--- src/rtl/vector_stepper.sv ---
// vector_stepper: steps two frequency words along a linear vector, one pixel per handshake.
// Ports: clk, resetq (sync, active-low); cmd_* command handshake (start/inc/amp/count/blank);
// abort; pix_* pixel handshake and payload; busy; pix_count (pixels emitted since reset).
// Option: define VECTOR_STEPPER_BLANK_EN to honour cmd_blank (latch zero amplitudes).
module vector_stepper #(
  parameter int CNT_W = 16
) (
  input  logic             clk,
  input  logic             resetq,
  input  logic             cmd_valid,
  output logic             cmd_ready,
  input  logic [31:0]      cmd_start0,
  input  logic [31:0]      cmd_start1,
  input  logic [31:0]      cmd_inc0,
  input  logic [31:0]      cmd_inc1,
  input  logic [9:0]       cmd_amp0,
  input  logic [9:0]       cmd_amp1,
  input  logic [CNT_W-1:0] cmd_count,
  input  logic             cmd_blank,
  input  logic             abort,
  output logic             pix_valid,
  input  logic             pix_ready,
  output logic [31:0]      pix_freq0,
  output logic [31:0]      pix_freq1,
  output logic [9:0]       pix_amp0,
  output logic [9:0]       pix_amp1,
  output logic             busy,
  output logic [CNT_W-1:0] pix_count
);

  localparam logic [0:0] IDLE = 1'b0;
  localparam logic [0:0] RUN  = 1'b1;

  logic [0:0]       state;
  logic [31:0]      pos0;
  logic [31:0]      pos1;
  logic [31:0]      inc0;
  logic [31:0]      inc1;
  logic [9:0]       amp0;
  logic [9:0]       amp1;
  logic [CNT_W-1:0] remaining;
  logic [CNT_W-1:0] pcnt;

  logic blank_en;
  logic zero_amp;
  logic accept;
  logic hs;

`ifdef VECTOR_STEPPER_BLANK_EN
  assign blank_en = 1'b1;
`else
  assign blank_en = 1'b0;
`endif

  // cmd_blank stays referenced in both builds; it is gated off when disabled
  assign zero_amp  = cmd_blank & blank_en;

  assign cmd_ready = (state == IDLE) & resetq & ~abort;
  assign accept    = cmd_valid & cmd_ready;
  assign pix_valid = (state == RUN);
  assign busy      = (state != IDLE);
  assign hs        = pix_valid & pix_ready;

  assign pix_freq0 = pos0;
  assign pix_freq1 = pos1;
  assign pix_amp0  = amp0;
  assign pix_amp1  = amp1;
  assign pix_count = pcnt;

  always_ff @(posedge clk) begin
    if (!resetq) begin
      state     <= IDLE;
      pos0      <= '0;
      pos1      <= '0;
      inc0      <= '0;
      inc1      <= '0;
      amp0      <= '0;
      amp1      <= '0;
      remaining <= '0;
      pcnt      <= '0;
    end else begin
      // a pixel taken in the abort cycle was really delivered, so count it
      if (hs)
        pcnt <= pcnt + CNT_W'(1);
      if (abort) begin
        state <= IDLE;
      end else if (accept) begin
        pos0      <= cmd_start0;
        pos1      <= cmd_start1;
        inc0      <= cmd_inc0;
        inc1      <= cmd_inc1;
        amp0      <= zero_amp ? 10'd0 : cmd_amp0;
        amp1      <= zero_amp ? 10'd0 : cmd_amp1;
        remaining <= cmd_count;
        state     <= (cmd_count != '0) ? RUN : IDLE;
      end else if (hs) begin
        pos0      <= pos0 + inc0;
        pos1      <= pos1 + inc1;
        remaining <= remaining - CNT_W'(1);
        if (remaining == CNT_W'(1))
          state <= IDLE;
      end
    end
  end

endmodule

--- config.mk ---
export PLATFORM = sky130hd
export DESIGN_NAME = vector_stepper
export DESIGN_NICKNAME = d
export VERILOG_FILES = /design/src/rtl/vector_stepper.sv
export SDC_FILE = /design/constraint.sdc
export NUM_CORES = 1
export LEC_CHECK = 0
export CAP_MARGIN = 5
export CORE_MARGIN = 2
export CORE_UTILIZATION = 45
export DETAILED_ROUTE_END_ITERATION = 10
export GPL_TIMING_DRIVEN = 0
export PLACE_DENSITY_LB_ADDON = 0.2
export SYNTH_ARGS = -nofsm -noshare
export SYNTH_HDL_FRONTEND = slang
export SYNTH_SLANG_ARGS = --single-unit
--- constraint.sdc ---
create_clock -name clk -period 2.93 [get_ports clk]
set_clock_uncertainty 0.15 [all_clocks]
set_input_delay 0.586 -clock clk [delete_from_list [all_inputs] [get_ports clk]]
set_output_delay 0.586 -clock clk [all_outputs]
set_load 0.02 [all_outputs]
; After elaboration in Yosys (flattened, before gate mapping)
; Index checks and enable logic that the tools add are counted.
[classes]
muxes = 10
add_sub_neg = 4
bitwise_logic = 7
eq_ne = 1
n_reduce_logical = 7
[ops]
columns = cell, count
row1 = $mux W32, 4
row2 = $add A32 B32 Y32, 2
row3 = $mux W16, 2
row4 = $add A16 B1 Y16 const B, 1
row5 = $eq A16 B1 Y1 const B, 1
row6 = $reduce_bool A16 Y1, 1
row7 = $sub A16 B1 Y16 const B, 1
row8 = $reduce_and A2 Y1, 3
row9 = $and A1 B1 Y1, 4
row10 = $mux W1, 4
row11 = $reduce_bool A2 Y1, 2
row12 = $not A1 Y1, 3
row13 = $reduce_or A2 Y1, 1
[totals]
ff_bits = 181
wordCells = 38
inputBits = 170
out_inout_bits = 103

; Longest topological paths before layout
; Gate-level depths: netlist (run 1).
[depth]
word_depth = 6
mapped_depth = 11
depth_no_buf = 11

; Worst setup path before layout (run 1)
; No wires, ideal clock.
[synth_path]
path_type = register -> register
from = register pos0[0], in the netlist pix_freq0[0]
to = register pos0[30], in the netlist pix_freq0[30]
required_ns = 2.660
n_path_buf = 0
period_less_slack_ns = 2.887
setup_ns = 0.120
stages_incl_launch_ff = 12
arrival_ns = 2.618
setup_slack_ns = 0.043
path_cell_list = dfxtp_1 ha_1 fa_1 a21oi_1 o211ai_1 a21oi_1 a21oi_1 a21oi_1 o21ai_1 a41oi_1 mux2i_1 a211o_1
[synth_via]
elab_chain_len = 3
[synth_lines]
columns = element, line
row1 = from (decl), 35  ; logic [31:0] pos0;
row2 = from (signal assigned), 88  ; pos0 <= cmd_start0;
row3 = from (signal assigned), 97  ; pos0 <= pos0 + inc0;
row4 = $add A32 B32 Y32, 97
row5 = $mux W32, 96  ; end else if (hs) begin
row6 = $mux W32, 87  ; end else if (accept) begin
; No other way between the ends. The select of a mux whose other input is x is not followed.
; A chain may end at the register's enable or synchronous reset.

; Final worst setup path (run 1)
[layout_path]
from = register pos1[0], in the netlist pix_freq1[0]
to = register pos1[28], in the netlist pix_freq1[28]
[layout_via]
elab_chain_len = 3
[layout_lines]
columns = element, line
row1 = from (decl), 36  ; logic [31:0] pos1;
row2 = from (signal assigned), 89  ; pos1 <= cmd_start1;
row3 = from (signal assigned), 98  ; pos1 <= pos1 + inc1;
row4 = $add A32 B32 Y32, 98
row5 = $mux W32, 96
row6 = $mux W32, 87
; No other way between the ends. The select of a mux whose other input is x is not followed.

==> impl_metrics.env, run 1 <==
export IMPL_via_per_inst=5.67
export IMPL_drt_iter0_drc=814
export IMPL_ys_ff_latch=181
export IMPL_routed_wl_um=38300
export IMPL_cp_arrival_ns=3.06
export IMPL_p_leak_nw=5.72
export IMPL_rsz0062_at_grt="yes"
export IMPL_worstMarginPinSlew_ns=1.10
export IMPL_pin_count=273
export IMPL_finalWorstSetupSlack_ns=0.0416
export IMPL_total_power_mw=6.20
export IMPL_n_fill_cell=2161
export IMPL_regArea_um2=3630
export IMPL_wl_per_cell_um=18.7
export IMPL_area_growth_synth_to_final_pct=39.6
export IMPL_gp_congestion=0.923
export IMPL_antenna_found_initial=2
export IMPL_fmax_ghz=0.346
export IMPL_drc=0
export IMPL_p_per_area_nw_per_um2=419
export IMPL_grt_ovfl_total=0
export IMPL_synth_edff_count=0
export IMPL_grt_total_usage_pct=30.1
export IMPL_synth_area_leaders="dfxtp_1, nand2_1, a21oi_1"
export IMPL_hold_viol=0
export IMPL_sequentialPowerShare_pct=42.4
export IMPL_avgSynthCellArea_um2=7.53
export IMPL_power_switching_share_pct=29.9
export IMPL_cts_tree="built"
export IMPL_outcome="finished, final reports clean"
export IMPL_maxCapViolations=0
export IMPL_drv_slew=0
export IMPL_syn_num_nets=1644
export IMPL_cts_sinks=181
export IMPL_ys_types=76
export IMPL_clock_power_share_pct=39.2
export IMPL_min_period_over_period_pct=98.6
export IMPL_crit_required_ns=3.11
export IMPL_start_util_pct=45.5
export IMPL_nNetsFinal=1952
export IMPL_pwr_share_comb_pct=18.4
export IMPL_critPathKind="flop to flop"
export IMPL_irDropWorstVdd_mv=0.374
export IMPL_port_buffers=271
export IMPL_multi_input_area_um2=6760
export IMPL_via_count=11600
export IMPL_grt_max_degree=19
export IMPL_clk_pin_slew_ns=0.08
export IMPL_cts_root_buffer="clkbuf_16"
export IMPL_hp_class="flop to flop"
export IMPL_post_route_util_pct=63.5
export IMPL_die_x_um=157
export IMPL_grt_pass1_vias=11000
export IMPL_drive_gt1_share_pct=8.91
export IMPL_dp_cells=1997
export IMPL_die_area_um2=24800
export IMPL_min_path_cells=2
export IMPL_startpoint_type="flop"
export IMPL_fin_cells=2048
export IMPL_slew_headroom_pct=26.5
export IMPL_pre_cts_ws_ns=-0.914
export IMPL_worstHoldStart="pix_amp1[4]"
export IMPL_synthesis_area_um2=10600
export IMPL_fp_coreArea_um2=23300
export IMPL_grt_pass1_wl_um=58100
export IMPL_critPathLaunch="pix_freq1[0]"
export IMPL_yosys_area_top_type="dfxtp_1"
export IMPL_fin_setup_tns_ns=0
export IMPL_ys_flop_type="dfxtp_1"
export IMPL_numCtsBuffers=17
export IMPL_synth_seq_area_share_pct=34.2
export IMPL_htreeDepth=4
export IMPL_crit_reg2reg_launch="pix_freq1[0]"
export IMPL_setup_viol=0
export IMPL_p_sw_mw=1.85
export IMPL_placementRows=56
export IMPL_ant_nets=0
export IMPL_die_h_um=157
export IMPL_fin_crit_ns=2.89
export IMPL_r2r_cells=12
export IMPL_yosysWarningCount=0
export IMPL_dr_pass1_iters=6
export IMPL_dp_hpwl_um=29000
export IMPL_worstSetupEndpointType="flop"
export IMPL_p_int_mw=4.35
export IMPL_clk_latency_ns=0.45
export IMPL_synth_top_area_share_pct=34.2
export IMPL_async_flop_share_pct=0
export IMPL_postCtsHoldBufs=0
export IMPL_crit_path_max_fanout=3
export IMPL_syn_inst=1407
export IMPL_cts_max_path_buffers=2
## layout make-up
type	count	share of cell area, %
Antenna cell	1	0.0169
Buffer	83	2.65
Clock buffer	19	3.06
Clock inverter	13	1.03
Inverter	27	0.686
Multi-Input combinational cell	1111	45.7
Sequential cell	181	24.6
Tap cell	319	2.70
Timing Repair Buffer	294	19.6
## state kept, by name (all words and copies together) (netlist names)
register	cells
pix_freq0	32
inc0	32
pix_freq1	32
remaining	16
pix_amp1	10
busy	1
inc1	32
pix_amp0	10
pix_count	16
## timing repair
item | 4_1_cts | 5_1_grt
resized for setup | 48 | 52
buffers inserted | 14 | 10
endpoints found under the setup margin | 158 | 114
pin swaps | 14 | 25
## cell families (layout without fill, tap and decap cells)
logic type	after synthesis	after routing	synth area share (%)
AOI/OAI and AO/OA	457	457	26.7
xor gates and xnor gates	63	63	5.21
adders and majority gates	67	67	8.06
buffers and inverters	115	436	4.40
DFF	181	181	34.2
muxes	5	5	0.473
other	0	1	0
and+or+nand+nor	519	519	20.9
## power groups by stage
stage / clock [mW] / sequential [mW] / combinational (mW)
finish: 2.43 / 2.63 / 1.14
global route: 2.54 / 2.64 / 1.24
CTS: 2.44 / 2.63 / 1.12
detailed placement: 0 / 2.69 / 1.10
global placement: 0 / 2.68 / 1.09
floorplan: 0 / 2.73 / 0.521
## final timing paths
check	to	slack, ns
hold / removal	pix_amp1[4]	0.30
hold reg to reg	pix_amp1[4]	0.30
setup / recovery	pix_freq1[28]	0.04
setup reg to reg	pix_freq1[28]	0.04
## layer usage
metal / wire length (µm) / GRT usage [%] / vias to the layer above
met2: 18100 / 51.2 / 466
met1: 16100 / 38.1 / 5438
met5: 14 / 0 / -
li1: - / - / 5623
met4: 1130 / 10.4 / 2
met3: 2910 / 5.70 / 75
## cell usage in the layout, fill, tap and decap left out, types with 5 or more instances in the layout
cell	netlist	layout
a21o_1	33	33
inv_6	0	5
buf_4	1	22
nand2_1	311	308
ha_1	65	57
a21oi_1	208	204
nor2_1	100	100
and3_1	8	7
xnor2_1	35	34
inv_1	26	26
a311oi_1	27	26
a211oi_1	15	12
xor2_1	28	27
buf_2	1	7
clkdlybuf4s50_1	0	270
buf_6	3	5
nand2b_1	6	6
clkbuf_16	0	17
o211ai_1	8	8
nand4_1	15	15
o21ai_1	11	8
mux2i_1	5	5
o21ai_0	72	72
clkbuf_2	0	22
nor3_1	12	12
and2_1	8	7
o221ai_1	6	5
ha_2	0	7
clkbuf_1	74	44
a22oi_1	6	6
dfxtp_1	181	176
nor2b_1	8	8
nor4_1	12	11
nand3_1	20	19
a31oi_1	12	8
## worst max-delay path: stages (launching register included)
cell      delay (ns)
dfxtp_4         0.36
ha_4            0.17
fa_2            0.34
a21o_1          0.20
nand4_1         0.10
nand3_2         0.10
a211o_1         0.32
o31ai_4         0.25
buf_4           0.17
o22ai_4         0.08
a211oi_2        0.29
xor2_1          0.17
a21oi_1         0.07
## stage by stage
stage	instance area, µm²	hold slack, ns
after floorplan	10600	0.290
after global placement	13700	0.291
after detailed placement	13700	0.297
after CTS	14600	0.307
after global routing	14800	0.325
final	14800	0.304
## synthesized netlist by cell type, drive strengths merged (5+ instances only)
cell / number
nand2: 311
a21oi: 209
dfxtp: 181
nor2: 100
o21ai: 83
clkbuf: 74
ha: 65
xnor2: 35
a21o: 34
xor2: 28
a311oi: 27
inv: 27
nand3: 21
a211oi: 17
nand4: 15
buf: 13
nor3: 13
a31oi: 12
nor4: 12
and2: 9
o211ai: 9
and3: 8
nor2b: 8
a22oi: 6
nand2b: 6
o221ai: 6
mux2i: 5
o21a: 5
o21bai: 5
o31ai: 5
Note: power is estimated with default switching activity, not from simulation.
==> run 2, diff against run 1 <==
--- a/config.mk
+++ b/config.mk
@@ -11,6 +11,7 @@
 export DETAILED_ROUTE_END_ITERATION = 10
 export GPL_TIMING_DRIVEN = 0
 export PLACE_DENSITY_LB_ADDON = 0.2
+export SETUP_SLACK_MARGIN = 0.1
 export SYNTH_ARGS = -nofsm -noshare
 export SYNTH_HDL_FRONTEND = slang
 export SYNTH_SLANG_ARGS = --single-unit
==> impl_metrics.env, run 2 (synthesized netlist as in run 1, its figures left out) <==
export IMPL_ant_nets=0
export IMPL_die_area_um2=24800
export IMPL_n_fill_cell=2150
export IMPL_postCtsHoldBufs=0
export IMPL_critPathKind="flop to flop"
export IMPL_htreeDepth=4
export IMPL_hold_viol=0
export IMPL_clk_latency_ns=0.44
export IMPL_pin_count=273
export IMPL_drc=0
export IMPL_clock_power_share_pct=37.3
export IMPL_rsz0062_at_grt="yes"
export IMPL_outcome="finished, final reports clean"
export IMPL_final_cell_mix="nand2_1, clkdlybuf4s50_1, a21oi_1"
export IMPL_cts_tree="built"
export IMPL_cts_max_path_buffers=2
export IMPL_total_power_mw=6.05
export IMPL_startpoint_type="flop"
export IMPL_nNetsFinal=1970
export IMPL_pwr_share_comb_pct=19.1
export IMPL_fin_crit_ns=2.88
export IMPL_dr_pass1_iters=5
export IMPL_drive_gt1_share_pct=10.9
export IMPL_crit_required_ns=3.11
export IMPL_place_area_um2=13700
export IMPL_multi_input_area_um2=6930
export IMPL_regArea_um2=3640
export IMPL_dp_hpwl_um=28400
export IMPL_maxCapViolations=0
export IMPL_port_buffers=271
export IMPL_cp_arrival_ns=3.06
export IMPL_drt_iter0_drc=863
export IMPL_numCtsBuffers=17
export IMPL_start_util_pct=45.5
export IMPL_fmax_ghz=0.347
export IMPL_die_x_um=157
export IMPL_drv_slew=0
export IMPL_die_h_um=157
export IMPL_finalWorstSetupSlack_ns=0.0487
export IMPL_wl_per_cell_um=18.4
export IMPL_final_area_um2=15000
export IMPL_fp_coreArea_um2=23300
export IMPL_holdWs_ns=0.305
export IMPL_grt_ovfl_total=0
export IMPL_via_per_inst=5.59
export IMPL_layout_commonest_cell="nand2_1"
export IMPL_hp_class="flop to flop"
export IMPL_via_count=11500
export IMPL_routed_wl_um=38100
export IMPL_grt_pass1_wl_um=56800
export IMPL_irDropWorstVdd_mv=0.359
export IMPL_area_growth_synth_to_final_pct=42.0
export IMPL_p_per_area_nw_per_um2=402
export IMPL_p_int_mw=4.23
export IMPL_grt_pass1_vias=10900
export IMPL_placementRows=56
export IMPL_clk_pin_slew_ns=0.07
export IMPL_gp_congestion=0.937
export IMPL_grt_max_degree=18
export IMPL_power_switching_share_pct=30.0
export IMPL_sequentialPowerShare_pct=43.6
export IMPL_crit_path_max_fanout=4
export IMPL_worstMarginPinSlew_ns=1.05
export IMPL_min_period_over_period_pct=98.3
export IMPL_setup_viol=0
export IMPL_p_leak_nw=5.80
export IMPL_p_sw_mw=1.82
export IMPL_cts_root_buffer="clkbuf_16"
export IMPL_grt_total_usage_pct=29.5
export IMPL_cts_sinks=181
export IMPL_pre_cts_ws_ns=-0.849
export IMPL_worstSetupEndpointType="flop"
export IMPL_antenna_found_initial=1
export IMPL_slew_headroom_pct=30.3
==> run 2: per-layer routing <==
layer	vias up	share of wire [%]	GRT usage, %
li1	5641	-	-
met1	5326	42	37.5
met2	480	46	48.9
met3	96	8.1	5.07
met4	0	4.1	13.1
met5	-	0	0
==> run 2: critical path, cell delays in order, from the launching register on <==
cell     delay, ns
dfxtp_4       0.36
ha_4          0.17
fa_2          0.37
a21o_1        0.18
nand4_1       0.08
nand3_2       0.10
a211o_1       0.32
o31ai_4       0.26
buf_6         0.17
o22ai_4       0.08
a31oi_2       0.24
mux2i_1       0.23
a21oi_1       0.08
==> run 2: cell type report <==
class | instances | share of cell area, %
Multi-Input combinational cell | 1111 | 46.1
Clock buffer | 18 | 2.92
Sequential cell | 181 | 24.2
Tap cell | 319 | 2.65
Buffer | 88 | 2.79
Clock inverter | 14 | 0.774
Timing Repair Buffer | 307 | 19.9
Antenna cell | 1 | 0.0166
Inverter | 27 | 0.674
==> run 2: power groups by stage <==
stage / Combinational, mW / Clock [mW] / Sequential [mW]
finish: 1.16 / 2.25 / 2.63
detailed placement: 1.10 / 0 / 2.69
floorplan: 0.521 / 0 / 2.73
global route: 1.25 / 2.35 / 2.64
CTS: 1.12 / 2.27 / 2.63
global placement: 1.09 / 0 / 2.68
==> run 2: through the flow <==
| stage | setup TNS, ns | util [%] | std cells |
|---|---|---|---|
| finish | 0 | 64.7 | 2066 |
| global route | -0.0919 | 64.7 | 2066 |
| CTS | 0 | 62.5 | 2039 |
| detailed placement | -101.58 | 59.0 | 1997 |
| global placement | -94.01 | 59.0 | 1997 |
| floorplan | 0 | - | 1407 |
==> run 2: final timing paths <==
check	startpoint	endpoint	slack, ns	cells past startpoint
hold reg to reg	pix_amp0[8]	pix_amp0[8]	0.30	2
hold / removal	pix_amp0[8]	pix_amp0[8]	0.30	2
setup reg to reg	pix_freq1[0]	pix_freq1[24]	0.05	12
setup / recovery	pix_freq1[0]	pix_freq1[24]	0.05	12
==> run 2: repair_timing <==
item | in CTS | in global routing
setup endpoints to repair | 164 | 112
resized for setup | 45 | 96
setup buffers | 10 | 26
pin swaps | 20 | 37
